[config.mk]
export PLATFORM = sky130hd
export DESIGN_NAME = reg_stack_file
export DESIGN_NICKNAME = d
export VERILOG_FILES = /design/src/rtl/reg_stack_pkg.sv /design/src/rtl/reg_stack_ptr.sv /design/src/rtl/reg_stack_file.sv
export SDC_FILE = /design/constraint.sdc
export NUM_CORES = 1
export LEC_CHECK = 0
export BUFFER_PORTS_ARGS = -buffer_cell sky130_fd_sc_hd__buf_2
export CAP_MARGIN = 20
export CORE_MARGIN = 1.5
export CORE_UTILIZATION = 55
export CTS_BUF_LIST = sky130_fd_sc_hd__clkbuf_8
export CTS_CLUSTER_SIZE = 24
export DETAILED_ROUTE_END_ITERATION = 8
export GPL_TIMING_DRIVEN = 1
export HOLD_SLACK_MARGIN = 0.12
export PLACE_DENSITY = 0.81
export SLEW_MARGIN = 10
export SYNTH_ARGS = -nofsm -noshare
export SYNTH_HDL_FRONTEND = slang
export SYNTH_HIERARCHICAL = 1
export SYNTH_SLANG_ARGS = --single-unit
[constraint.sdc]
create_clock -name clk_i -period 2.95 [get_ports clk_i]
set_input_delay 0.4425 -clock clk_i [delete_from_list [all_inputs] [get_ports clk_i]]
set_output_delay 0.4425 -clock clk_i [all_outputs]
set_load 0.02 [all_outputs]
[src/rtl/reg_stack_pkg.sv]
`default_nettype none
// +----------------------------------------------------------------------------+
// | Module      : reg_stack_pkg                                                |
// | Description : Shared defaults and helpers for the register/stack bank.     |
// |               DATA_W_DEF / DEPTH_DEF give the default geometry; clog2 is   |
// |               used to derive address widths from DEPTH.                    |
// | Revision    : 1.0 - initial parametrised release                          |
// +----------------------------------------------------------------------------+
package reg_stack_pkg;

  localparam int DATA_W_DEF = 8;
  localparam int DEPTH_DEF  = 4;

  // Smallest r with (1 << r) >= value; constant-evaluable for port widths.
  function automatic int clog2(input int value);
    int r;
    r = 0;
    for (int i = 0; i < 31; i++) begin
      if ((1 << i) < value) r = i + 1;
    end
    return r;
  endfunction

endpackage
`default_nettype wire

[src/rtl/reg_stack_ptr.sv]
`default_nettype none
// +----------------------------------------------------------------------------+
// | Module      : reg_stack_ptr                                                |
// | Description : Stack pointer, occupancy flags, push/pop qualification and   |
// |               sticky overflow/underflow error flags.                       |
// | Ports       : clk_i, rst_i        clock, async active-high reset           |
// |               push_i, pop_i       raw stack requests                       |
// |               err_clr_i           clears both sticky flags                 |
// |               sp_o                occupied entries (0..DEPTH)              |
// |               full_o, empty_o     occupancy flags                          |
// |               push_ok_o           push into entry sp (sp grows)            |
// |               pop_ok_o            pop from entry sp-1 (sp shrinks)         |
// |               replace_o           pop+push on entry sp-1 (sp unchanged)    |
// |               overflow_err_o      sticky: push while full                  |
// |               underflow_err_o     sticky: pop while empty                  |
// | Revision    : 1.0 - initial parametrised release                          |
// +----------------------------------------------------------------------------+
module reg_stack_ptr
  import reg_stack_pkg::*;
#(
  parameter int DEPTH = DEPTH_DEF,
  parameter int SP_W  = clog2(DEPTH_DEF) + 1
) (
  input  logic            clk_i,
  input  logic            rst_i,
  input  logic            push_i,
  input  logic            pop_i,
  input  logic            err_clr_i,
  output logic [SP_W-1:0] sp_o,
  output logic            full_o,
  output logic            empty_o,
  output logic            push_ok_o,
  output logic            pop_ok_o,
  output logic            replace_o,
  output logic            overflow_err_o,
  output logic            underflow_err_o
);

  logic [SP_W-1:0] sp_q, sp_d;
  logic            ovf_q, ovf_d;
  logic            udf_q, udf_d;

  assign sp_o            = sp_q;
  assign full_o          = (sp_q == SP_W'(DEPTH));
  assign empty_o         = (sp_q == '0);
  assign overflow_err_o  = ovf_q;
  assign underflow_err_o = udf_q;

  always_comb begin
    push_ok_o = 1'b0;
    pop_ok_o  = 1'b0;
    replace_o = 1'b0;
    sp_d      = sp_q;

    // Push+pop on an empty stack degrades to a plain push; otherwise it is a
    // replace of the top entry, which is legal even when full.
    push_ok_o = push_i & (pop_i ? empty_o : ~full_o);
    pop_ok_o  = pop_i & ~push_i & ~empty_o;
    replace_o = push_i & pop_i & ~empty_o;

    // Guards above keep sp inside 0..DEPTH, so no wrap handling is needed.
    if (push_ok_o) begin
      sp_d = sp_q + SP_W'(1);
    end else if (pop_ok_o) begin
      sp_d = sp_q - SP_W'(1);
    end

    // Set has priority over clear.
    ovf_d = (push_i & ~pop_i & full_o)  | (ovf_q & ~err_clr_i);
    udf_d = (pop_i  & ~push_i & empty_o) | (udf_q & ~err_clr_i);
  end

  always_ff @(posedge clk_i or posedge rst_i) begin
    if (rst_i) begin
      sp_q  <= '0;
      ovf_q <= 1'b0;
      udf_q <= 1'b0;
    end else begin
      sp_q  <= sp_d;
      ovf_q <= ovf_d;
      udf_q <= udf_d;
    end
  end

endmodule
`default_nettype wire

[src/rtl/reg_stack_file.sv]
`default_nettype none
// +----------------------------------------------------------------------------+
// | Module      : reg_stack_file                                               |
// | Description : DATA_W x DEPTH register bank with two combinational read     |
// |               ports (write-through bypass), one random-access write port   |
// |               and a hardware LIFO sharing the same storage.                |
// | Ports       : clk_i, rst_i                   clock, async active-high rst  |
// |               we_i, waddr_i, wdata_i         random write port             |
// |               raddr_a_i/rdata_a_o            read port A                   |
// |               raddr_b_i/rdata_b_o            read port B                   |
// |               push_i, push_data_i, pop_i     stack requests                |
// |               pop_data_o, pop_valid_o        registered pop result         |
// |               sp_o, full_o, empty_o          stack occupancy               |
// |               overflow_err_o, underflow_err_o, err_clr_i  sticky errors     |
// |               regs_flat_o                    entry i at [i*DATA_W+:DATA_W] |
// | Revision    : 1.0 - initial parametrised release                          |
// +----------------------------------------------------------------------------+
module reg_stack_file
  import reg_stack_pkg::*;
#(
  parameter  int DATA_W = DATA_W_DEF,
  parameter  int DEPTH  = DEPTH_DEF,
  localparam int ADDR_W = clog2(DEPTH)
) (
  input  logic                clk_i,
  input  logic                rst_i,
  input  logic                we_i,
  input  logic [ADDR_W-1:0]   waddr_i,
  input  logic [DATA_W-1:0]   wdata_i,
  input  logic [ADDR_W-1:0]   raddr_a_i,
  output logic [DATA_W-1:0]   rdata_a_o,
  input  logic [ADDR_W-1:0]   raddr_b_i,
  output logic [DATA_W-1:0]   rdata_b_o,
  input  logic                push_i,
  input  logic [DATA_W-1:0]   push_data_i,
  input  logic                pop_i,
  output logic [DATA_W-1:0]   pop_data_o,
  output logic                pop_valid_o,
  output logic [ADDR_W:0]     sp_o,
  output logic                full_o,
  output logic                empty_o,
  output logic                overflow_err_o,
  output logic                underflow_err_o,
  input  logic                err_clr_i,
  output logic [DATA_W*DEPTH-1:0] regs_flat_o
);

  logic [DATA_W-1:0] mem_q [DEPTH];
  logic [DATA_W-1:0] mem_d [DEPTH];
  logic [DATA_W-1:0] pop_data_q, pop_data_d;
  logic              pop_valid_q, pop_valid_d;

  logic [ADDR_W:0]   sp;
  logic              push_ok, pop_ok, replace;
  logic [ADDR_W-1:0] push_idx, top_idx, stack_idx;
  logic              stack_we;

  reg_stack_ptr #(
    .DEPTH (DEPTH),
    .SP_W  (ADDR_W + 1)
  ) u_ptr (
    .clk_i           (clk_i),
    .rst_i           (rst_i),
    .push_i          (push_i),
    .pop_i           (pop_i),
    .err_clr_i       (err_clr_i),
    .sp_o            (sp),
    .full_o          (full_o),
    .empty_o         (empty_o),
    .push_ok_o       (push_ok),
    .pop_ok_o        (pop_ok),
    .replace_o       (replace),
    .overflow_err_o  (overflow_err_o),
    .underflow_err_o (underflow_err_o)
  );

  // When sp==DEPTH the low bits are 0, so subtracting in ADDR_W bits still
  // lands on DEPTH-1; push_idx is only used when not full.
  assign push_idx  = sp[ADDR_W-1:0];
  assign top_idx   = push_idx - ADDR_W'(1);
  assign stack_we  = push_ok | replace;
  assign stack_idx = replace ? top_idx : push_idx;

  always_comb begin
    for (int i = 0; i < DEPTH; i++) mem_d[i] = mem_q[i];
    pop_data_d  = pop_data_q;
    pop_valid_d = pop_ok | replace;

    if (pop_ok || replace) pop_data_d = mem_q[top_idx];

    // A random write to the entry the stack is writing this cycle is dropped.
    if (we_i && !(stack_we && (waddr_i == stack_idx))) mem_d[waddr_i] = wdata_i;
    if (stack_we) mem_d[stack_idx] = push_data_i;
  end

  always_ff @(posedge clk_i or posedge rst_i) begin
    if (rst_i) begin
      for (int i = 0; i < DEPTH; i++) mem_q[i] <= '0;
      pop_data_q  <= '0;
      pop_valid_q <= 1'b0;
    end else begin
      for (int i = 0; i < DEPTH; i++) mem_q[i] <= mem_d[i];
      pop_data_q  <= pop_data_d;
      pop_valid_q <= pop_valid_d;
    end
  end

  // Bypass covers only the random write port, never push data.
  assign rdata_a_o = (we_i && (waddr_i == raddr_a_i)) ? wdata_i : mem_q[raddr_a_i];
  assign rdata_b_o = (we_i && (waddr_i == raddr_b_i)) ? wdata_i : mem_q[raddr_b_i];

  assign pop_data_o  = pop_data_q;
  assign pop_valid_o = pop_valid_q;
  assign sp_o        = sp;

  for (genvar g = 0; g < DEPTH; g++) begin : g_flat
    assign regs_flat_o[g*DATA_W +: DATA_W] = mem_q[g];
  end

endmodule
`default_nettype wire

After elaboration in Yosys (flattened, before gate mapping)
Index checks and enable logic that the tools add are counted.

$add $sub $neg: 3. Order comparisons: 7. Eq/ne operators: 4. Muxes and demuxes: 23. Bitwise gates (word level): 24. Reduce and logical (&&, ||, !) cells: 10.

Operators with widths (count): $mux W8 (10); $bwmux W32 (2); $mux W32 (2); $bmux W8 S2 (3); $demux W8 S2 (2); $ge A3 B3 Y1 const B (5); $not A2 Y3 (5); $and A1 B1 Y1 (10); $eq A2 B2 Y1 (3); $logic_and A1 B1 Y1 (6); $lt A3 B1 Y1 const B (2); $mux W3 (2); $not A1 Y1 (5); $or A1 B1 Y1 (4); $add A3 B1 Y3 const B (1); $eq A3 B3 Y1 const B (1); $logic_not A3 Y1 (1); $sub A3 B1 Y3 const B (1); $mux W2 (1); $reduce_bool A2 Y1 (1); $sub A2 B1 Y2 const B (1); $logic_not A1 Y1 (1); $logic_or A1 B1 Y1 (1); $mux W1 (1).

Register bits: 46. Bits of input ports: 28. Logic and storage cells: 80.

Depth between registers and ports, before layout
Gate-level depths: netlist of the first run.

Word-level depth: 11. Gate-level depth with buffers: 8. Gate-level depth less buffers: 7.

Cells and area by module
The synthesis of the first run kept the hierarchy.

By module, submodules not included: reg_stack_file (instances 1, cells an instance 186, area an instance 2890.3 sq um, sequential area each 1026.0 sq um); reg_stack_ptr (instances 1, cells an instance 47, area an instance 395.4 sq um, sequential area each 125.1 sq um).

Worst setup path after synthesis of the first run
OpenSTA, ideal clock, no wires.

Path type: register to register. From: register u_ptr.sp_q[0] (netlist: u_ptr/sp_o[0]). To: register mem_q, in the netlist regs_flat_o[0]. Arrival: 2211 ps. Data required time: 2825 ps. Slack: 614 ps. Stages on the path, launching flop included: 8. Buffers on the path: 2. Clock period less this slack: 2336 ps. Cells stage by stage: dfrtp_1 > buf_6 > or3_1 > and3_1 > buf_4 > and2_4 > o21ai_2 > mux2_2.

RTL lines: start: declaration (line reg_stack_ptr.sv:39) `logic [SP_W-1:0] sp_q, sp_d;`; start signal: assignment (line reg_stack_ptr.sv:79) `sp_q <= sp_d;`; end: declaration (line reg_stack_file.sv:48) `logic [DATA_W-1:0] mem_q [DEPTH];`.

==> summary.md, run 1 <==
| Metric | Value |
|---|---|
| HP Class | `input pin to flip-flop` |
| Post-synthesis cell type count | `39` |
| Crit path max fanout | `10` |
| Number of primary I/O pins | `between 90 and 100` |
| Unrepaired setup endpoints after global routing | `no` |
| Utilization after layout | `0.692` |
| Placed cells | `387` |
| Max-slew violations | `0` |
| Crit. End Element | `flip-flop` |
| Final layout net count | `352` |
| CTS tree | `yes` |
| Via/cell ratio | `6.13` |
| Postcts setup bufs | `0` |
| CTS Sinks | `46` |
| Max H-tree Level | `2` |
| Syn Area/Cell | `14.1 um2` |
| Layout Area Growth over Synthesis | `18.8%` |
| First-pass GRT wire length | `12600 um` |
| Crit Path Category | `flip-flop to flip-flop` |
| Comb power frac | `0.581` |
| Hold Vio Cnt, Final | `0` |
| Largest net degree at the start of global routing | `42` |
| Internal Power | `between 2 and 3 mW` |
| CTS Buf Count | `5` |
| Worst Path Arrival | `2610 ps` |
| Chip Height | `80.3 um` |
| Setup ws final | `about 530 ps` |
| Post-synthesis register bit count | `46` |
| Final setup viols | `0` |
| Rel. slew slack | `0.575` |
| All-Layer GR Usage | `0.267` |
| Worst vdd ir | `0.679 mV` |
| Initial antenna violation count | `0` |
| Die X | `80.3 um` |
| Synth top area share | `0.350` |
| Drt wl/cell | `20.4 um` |
| Starting DRT DRC Count | `153` |
| Grt met1 use | `0.379` |
| Final GP Congestion | `~0.83` |
| Antenna Cells | `0` |
| Setup TNS | `0 ps` |
| DRC | `0` |
| Layout cell share with drive strength beyond 1 | `0.707` |
| Syn nets | `262` |
| Via count | `2426` |
| Period Utilization, post-route | `0.821` |
| Post-route ant nets | `0` |
| Slew @ Worst Pin | `637 ps` |
| Total core area | `0.00564 mm2` |
| GR Util met2 | `0.430` |
| Critical Path RT | `3130 ps` |
| Root buffer cell | `clkbuf_8` |
| Row Count | `27` |
| Switching share of power | `0.424` |
| Skew-Pair Late Insertion Delay | `310 ps` |
| Vias in the first global route | `2343` |
| Routed WL | `8080 um` |
| Clk_skew | `12.0 ps` |
| P_leak | `~1.7 nW` |
| Seq/Total Area, Yosys | `0.350` |
| DP HPWL | `5720 um` |
| Most frequent cells in the layout | `buf_2 (91), mux2_2 (87), dfrtp_1 (46), mux4_2 (24), inv_1 (11)` |
| Synthesis Warnings | `6` |
| Most common cell after layout, fill and taps aside | `buf_2` |
| Power share of the clock group | `0.126` |
| GRT Residual Overflow | `0` |
| Final cell count without fillers | `396` |
| Most used routing layer | `met2` |
| Met3 GRT Util | `0.0386` |
| Status | `finished clean` |
| Pre-CTS WS | `around 520 ps` |
| Pwr Total | `4.52 mW` |
| Cells after Synth | `between 200 and 250` |
| Startpoint Class | `flip-flop` |
| Hold Crit Depth | `2` |
| NetSw | `1.92 mW` |
| Pwr Density | `1160 mW/mm2` |
| Initial Util | `0.582` |
| Max-Cap Viols | `0` |
| Clk pin slew, worst setup/hold paths | `80 ps` |
| Post-Syn Area | `0.00329 mm2` |
| Area leader, netlist | `dfrtp_1` |
| Die area | `0.00645 mm2` |
| PortBufs | `91` |
| Fmax | `413 MHz` |
| Min cycle time layout | `between 2000 and 2500 ps` |
| Register-to-Register Path Depth | `5` |
| Clock buffer depth | `2` |
| Cts repair resizes | `0` |
| Drt pass-1 iters | `4` |
| Top cells by area, synth | `dfrtp_1 (35%), mux2_2 (30%), mux4_2 (16%)` |
| Flop pwr share | `0.293` |
[metal layers]
layer | up-vias | part of all wire
li1 | 1079 | -
met1 | 1228 | 0.44
met2 | 111 | 0.49
met3 | 8 | 0.059
met4 | 0 | 0.012
met5 | - | 0
[worst max-delay path, cell delays in order, from the launching register on]
cell	delay, ps
dfrtp_1	520
or3_1	460
and3_1	320
and2_4	230
o21ai_2	390
mux2_2	390
[logic make-up after synthesis]
logic type	share of synthesized area
AOI/OAI and AO/OA	0.0510
xor gates and xnor gates	0.0133
adders and majority gates	0.00609
buffers and inverters	0.0461
DFF	0.350
muxes	0.466
and+or+nand+nor	0.0670
[synth_stat cells (all sizes together)]
| cell type | count |
|---|---|
| or3 | 1 |
| a31oi | 2 |
| mux2 | 88 |
| nor3b | 2 |
| and2 | 1 |
| fa | 1 |
| mux4 | 24 |
| o221ai | 1 |
| o211ai | 1 |
| a221oi | 2 |
| o21a | 1 |
| o22ai | 3 |
| dfrtp | 46 |
| buf | 13 |
| and4b | 1 |
| nor2 | 4 |
| inv | 12 |
| xor2 | 1 |
| nand2 | 3 |
| o21ai | 6 |
| and3 | 2 |
| nand2b | 2 |
| xnor2 | 4 |
| o31a | 1 |
| and4bb | 1 |
| nand3 | 4 |
| nand3b | 5 |
| a21oi | 1 |
[power groups by stage]
stage | Combinational, mW | Clock [mW] | Sequential [mW]
finish | 2.63 | 0.570 | 1.33
global route | 2.80 | 0.606 | 1.37
CTS | 2.64 | 0.573 | 1.31
detailed placement | 2.63 | 0 | 1.32
global placement | 2.57 | 0 | 1.30
floorplan | 1.59 | 0 | 1.62
[final timing paths]
check                                    from               endpoint  slack (ps)
worst min register to register  pop_data_o[3]          pop_data_o[3]         510
worst max-delay path            u_ptr/sp_o[1]         regs_flat_o[6]         530
worst max register to register  u_ptr/sp_o[1]         regs_flat_o[6]         530
min in group asynchronous               rst_i  u_ptr/underflow_err_o         590
worst min-delay path                err_clr_i   u_ptr/overflow_err_o         350
max in group asynchronous               rst_i        regs_flat_o[22]        1760
[state kept, by name, summed over array words and instances, names as in the netlist]
signal                 flops
u_ptr/overflow_err_o       1
pop_valid_o                1
u_ptr/sp_o                 3
regs_flat_o               32
pop_data_o                 8
u_ptr/underflow_err_o      1
[repair_timing]
action | 4_1_cts | 5_1_grt
hold endpoints to repair | 5 | 0
endpoints found under the setup margin | 0 | 0
hold buffers | 1 | 0
[per-stage QoR]
step           area, um2  hold WS, ps
2_1_floorplan       3290          221
3_3_place_gp        3750          360
3_5_place_dp        3750          365
4_1_cts             3900          334
5_1_grt             3900          333
6_report            3900          347
[area by class of cell]
cell class,count,area [um2]
clock buffers,5,68.8
clock inverters,3,68.8
fillers,423,1740
inverters,12,45.0
multi-input cells,162,1980
flip-flops and latches,46,1150
well taps,72,90.1
repair buffers,96,495
Note: power is estimated with default switching activity, not from simulation.
==> run 2: changes to the inputs <==
ABC_AREA = 1   (was not set)
PLACE_DENSITY = 0.79   (was 0.81)
clock period = 2.4 ns   (was 2.95 ns; I/O delays follow)
==> run 2 against run 1 <==
Design area grew 16%. Critical path type unchanged. Clock skew decreased by 4.6 ps. Sequential power up 34%. Worst hold slack worse by 110 ps. Largest cell class unchanged. Critical path depth increased by 8. Final cell count rose by 100%. Sequential cell count unchanged. Total power is 32% higher.
==> summary.md, run 2 <==
| Metric | Value |
|---|---|
| Most frequent cells in the layout | `nand2_1 (208), o21ai_0 (92), buf_2 (91), inv_1 (87), nand3_1 (72)` |
| Row Count | `30` |
| Root buffer cell | `clkbuf_8` |
| Rel. slew slack | `0.578` |
| Comb power frac | `0.604` |
| Max-Cap Viols | `0` |
| Setup ws final | `about 170 ps` |
| Startpoint Class | `flip-flop` |
| Hold Vio Cnt, Final | `0` |
| Layout Area Growth over Synthesis | `19.2%` |
| Vias in the first global route | `roughly 4300` |
| Max-slew violations | `0` |
| Final GP Congestion | `0.958` |
| GRT Residual Overflow | `0` |
| Die area | `0.00740 mm2` |
| Clk pin slew, worst setup/hold paths | `~90 ps` |
| Top cells by area, synth | `dfrtp_1 (30%), nand2_1 (21%), o21ai_0 (12%)` |
| NetSw | `3.33 mW` |
| Post-synth EDFFs | `0` |
| Top-count cell post-synth | `nand2_1` |
| Worst vdd ir | `0.831 mV` |
| CTS Sinks | `46` |
| Slew @ Worst Pin | `around 630 ps` |
| Critical Path RT | `2660 ps` |
| Drt wl/cell | `17.3 um` |
| Seq/Total Area, Yosys | `0.304` |
| DP HPWL | `10300 um` |
| Worst reg2reg endpoint | `regs_flat_o[4]` |
| Critical path cell sequence | `nor2_2 > nand2_1 > inv_1 > nor2_2 > or2_2 > nand3_1 > nand2_1 > nand3_4 > buf_4 > nand3_1 > nand3_1 > nand2_1 > inv_1` |
| Clk_skew | `7.33 ps` |
| Drt pass-1 iters | `5` |
| Final setup viols | `0` |
| Post-Syn Area | `about 0.0038 mm2` |
| Largest net degree at the start of global routing | `42` |
| Starting DRT DRC Count | `475` |
| Total core area | `roughly 0.0067 mm2` |
| Placed cells | `795` |
| Hold Crit Depth | `2` |
| R2r setup slk | `170 ps` |
| HP Class | `input pin to flip-flop` |
| Pre-CTS WS | `between 100 and 150 ps` |
| Utilization after layout | `0.673` |
| Fmax | `448 MHz` |
| Ys async rst share | `1.00` |
| CTS Buf Count | `5` |
| Cells after Synth | `628` |
| Crit path max fanout | `15` |
| Area leader, netlist | `dfrtp_1` |
| Placed Area | `0.00438 mm2` |
| Layout cell share with drive strength beyond 1 | `0.200` |
| Most common cell after layout, fill and taps aside | `nand2_1` |
| Top cells by count, synth | `nand2_1 (208), o21ai_0 (92), inv_1 (85)` |
| Register-to-Register Path Depth | `13` |
| Min cycle time layout | `about 2200 ps` |
| Top delay family on crit path | `simple AND/OR/NAND/NOR gates` |
| Hold Crit Endpoint | `u_ptr/overflow_err_o` |
| Internal Power | `2.66 mW` |
| Final Cell Area | `approximately 0.0045 mm2` |
| # fillers | `approximately 630` |
| Synth top area share | `0.304` |
| P_leak | `approximately 2.6 nW` |
| Synthesis Warnings | `6` |
| Syn Area/Cell | `6.03 um2` |
| First-pass GRT wire length | `21500 um` |
| Final layout net count | `approximately 750` |
| Skew-Pair Late Insertion Delay | `310 ps` |
| Status | `finished clean` |
| Crit. End Element | `flip-flop` |
| Max H-tree Level | `2` |
| Routed WL | `13900 um` |
| DRC | `0` |
| Post-route ant nets | `0` |
| Syn nets | `between 600 and 700` |
| Number of primary I/O pins | `92` |
| Setup TNS | `0 ps` |
| Post-synthesis register bit count | `46` |
| Hold wc startpoint | `err_clr_i` |
| Initial Util | `0.564` |
| Clock buffer depth | `2` |
| Power share of the clock group | `0.099` |
| Pwr Density | `1330 mW/mm2` |
| Period Utilization, post-route | `0.931` |
| CTS tree | `yes` |
| Switching share of power | `0.556` |
| Initial antenna violation count | `0` |
| Worst Path Arrival | `2490 ps` |
| Slowest stage cell, crit path | `dfrtp_1` |
| All-Layer GR Usage | `0.377` |
| Crit path buffers/inverters | `3` |
| CP Depth | `13` |
| Antenna Cells | `0` |
| Post-synth top flop | `dfrtp_1` |
| Via/cell ratio | `just under 6` |
| PortBufs | `91` |
| Crit-path max cell delay | `around 410 ps` |
| Die X | `86.0 um` |
| Post-synthesis cell type count | `25` |
| Final cell count without fillers | `roughly 800` |
| Flop pwr share | `0.297` |
| Max reg flops | `32` |
| Chip Height | `approximately 86 um` |
| Crit Path Category | `flip-flop to flip-flop` |
| Via count | `4694` |
| Critical R2R Launch | `u_ptr/sp_o[1]` |
run 2: worst reg2reg max path, cell delays in order (launching register included):
cell and delay [ps]:
dfrtp_1 410, nor2_2 190, nand2_1 110, inv_1 130, nor2_2 80, or2_2 330
nand3_1 100, nand2_1 110, nand3_4 160, buf_4 240, nand3_1 100, nand3_1 110
nand2_1 60, inv_1 50
run 2: logic make-up after synthesis:
group | after synthesis | share of synthesized area
AOI/OAI and AO/OA | 144 | 0.202
adders and majority gates | 1 | 0.00528
buffers and inverters | 118 | 0.128
muxes | 1 | 0.00297
DFF | 46 | 0.304
and+or+nand+nor | 318 | 0.358
run 2: final cells by class:
cell class | count | area [um2] | share of cell area
Clock inverter | 3 | 37.5 | 0.00831
Sequential cell | 46 | 1150 | 0.255
Tap cell | 80 | 100 | 0.0221
Inverter | 90 | 338 | 0.0748
Timing Repair Buffer | 116 | 646 | 0.143
Clock buffer | 5 | 68.8 | 0.0152
Multi-Input combinational cell | 464 | 2180 | 0.482
run 2: how the worst max path moves through the flow:
stage	slack (ps)	start	to
2_1_floorplan	160	u_ptr/sp_o[0]	regs_flat_o[0]
3_3_place_gp	280	u_ptr/sp_o[1]	regs_flat_o[31]
3_5_place_dp	140	u_ptr/sp_o[1]	regs_flat_o[10]
4_1_cts	110	u_ptr/sp_o[1]	regs_flat_o[10]
5_1_grt	-20	u_ptr/sp_o[1]	regs_flat_o[10]
6_report	170	u_ptr/sp_o[1]	regs_flat_o[4]
run 2: timing repair:
item | 4_1_cts | 5_1_grt
hold buffers | 1 | 0
setup endpoints to repair | 0 | 32
endpoints found under the hold margin | 5 | 0
buffers inserted | 0 | 0
resized for setup | 0 | 4
run 2: power by group through the flow:
stage | Sequential (mW) | Combinational (mW) | Clock (mW)
floorplan | 1.99 | 1.98 | 0
global placement | 1.74 | 3.45 | 0
detailed placement | 1.74 | 3.53 | 0
CTS | 1.73 | 3.55 | 0.598
global route | 1.79 | 4.00 | 0.621
finish | 1.78 | 3.62 | 0.595
run 2: per-stage QoR:
stage                     hold WS, ps  total power, mW
final                             237             5.99
after global routing              250             6.42
after global placement            276             5.19
after detailed placement          279             5.28
after floorplan                   139             3.97
after CTS                         234             5.87
run 2: per-layer routing:
metal  track usage  vias to the layer above  wire length, um
li1              -                     2216                -
met1         0.513                     2127             5550
met2         0.593                      313             6290
met3        0.0645                       38             1590
met4         0.160                        0              445
met5             0                        -                0
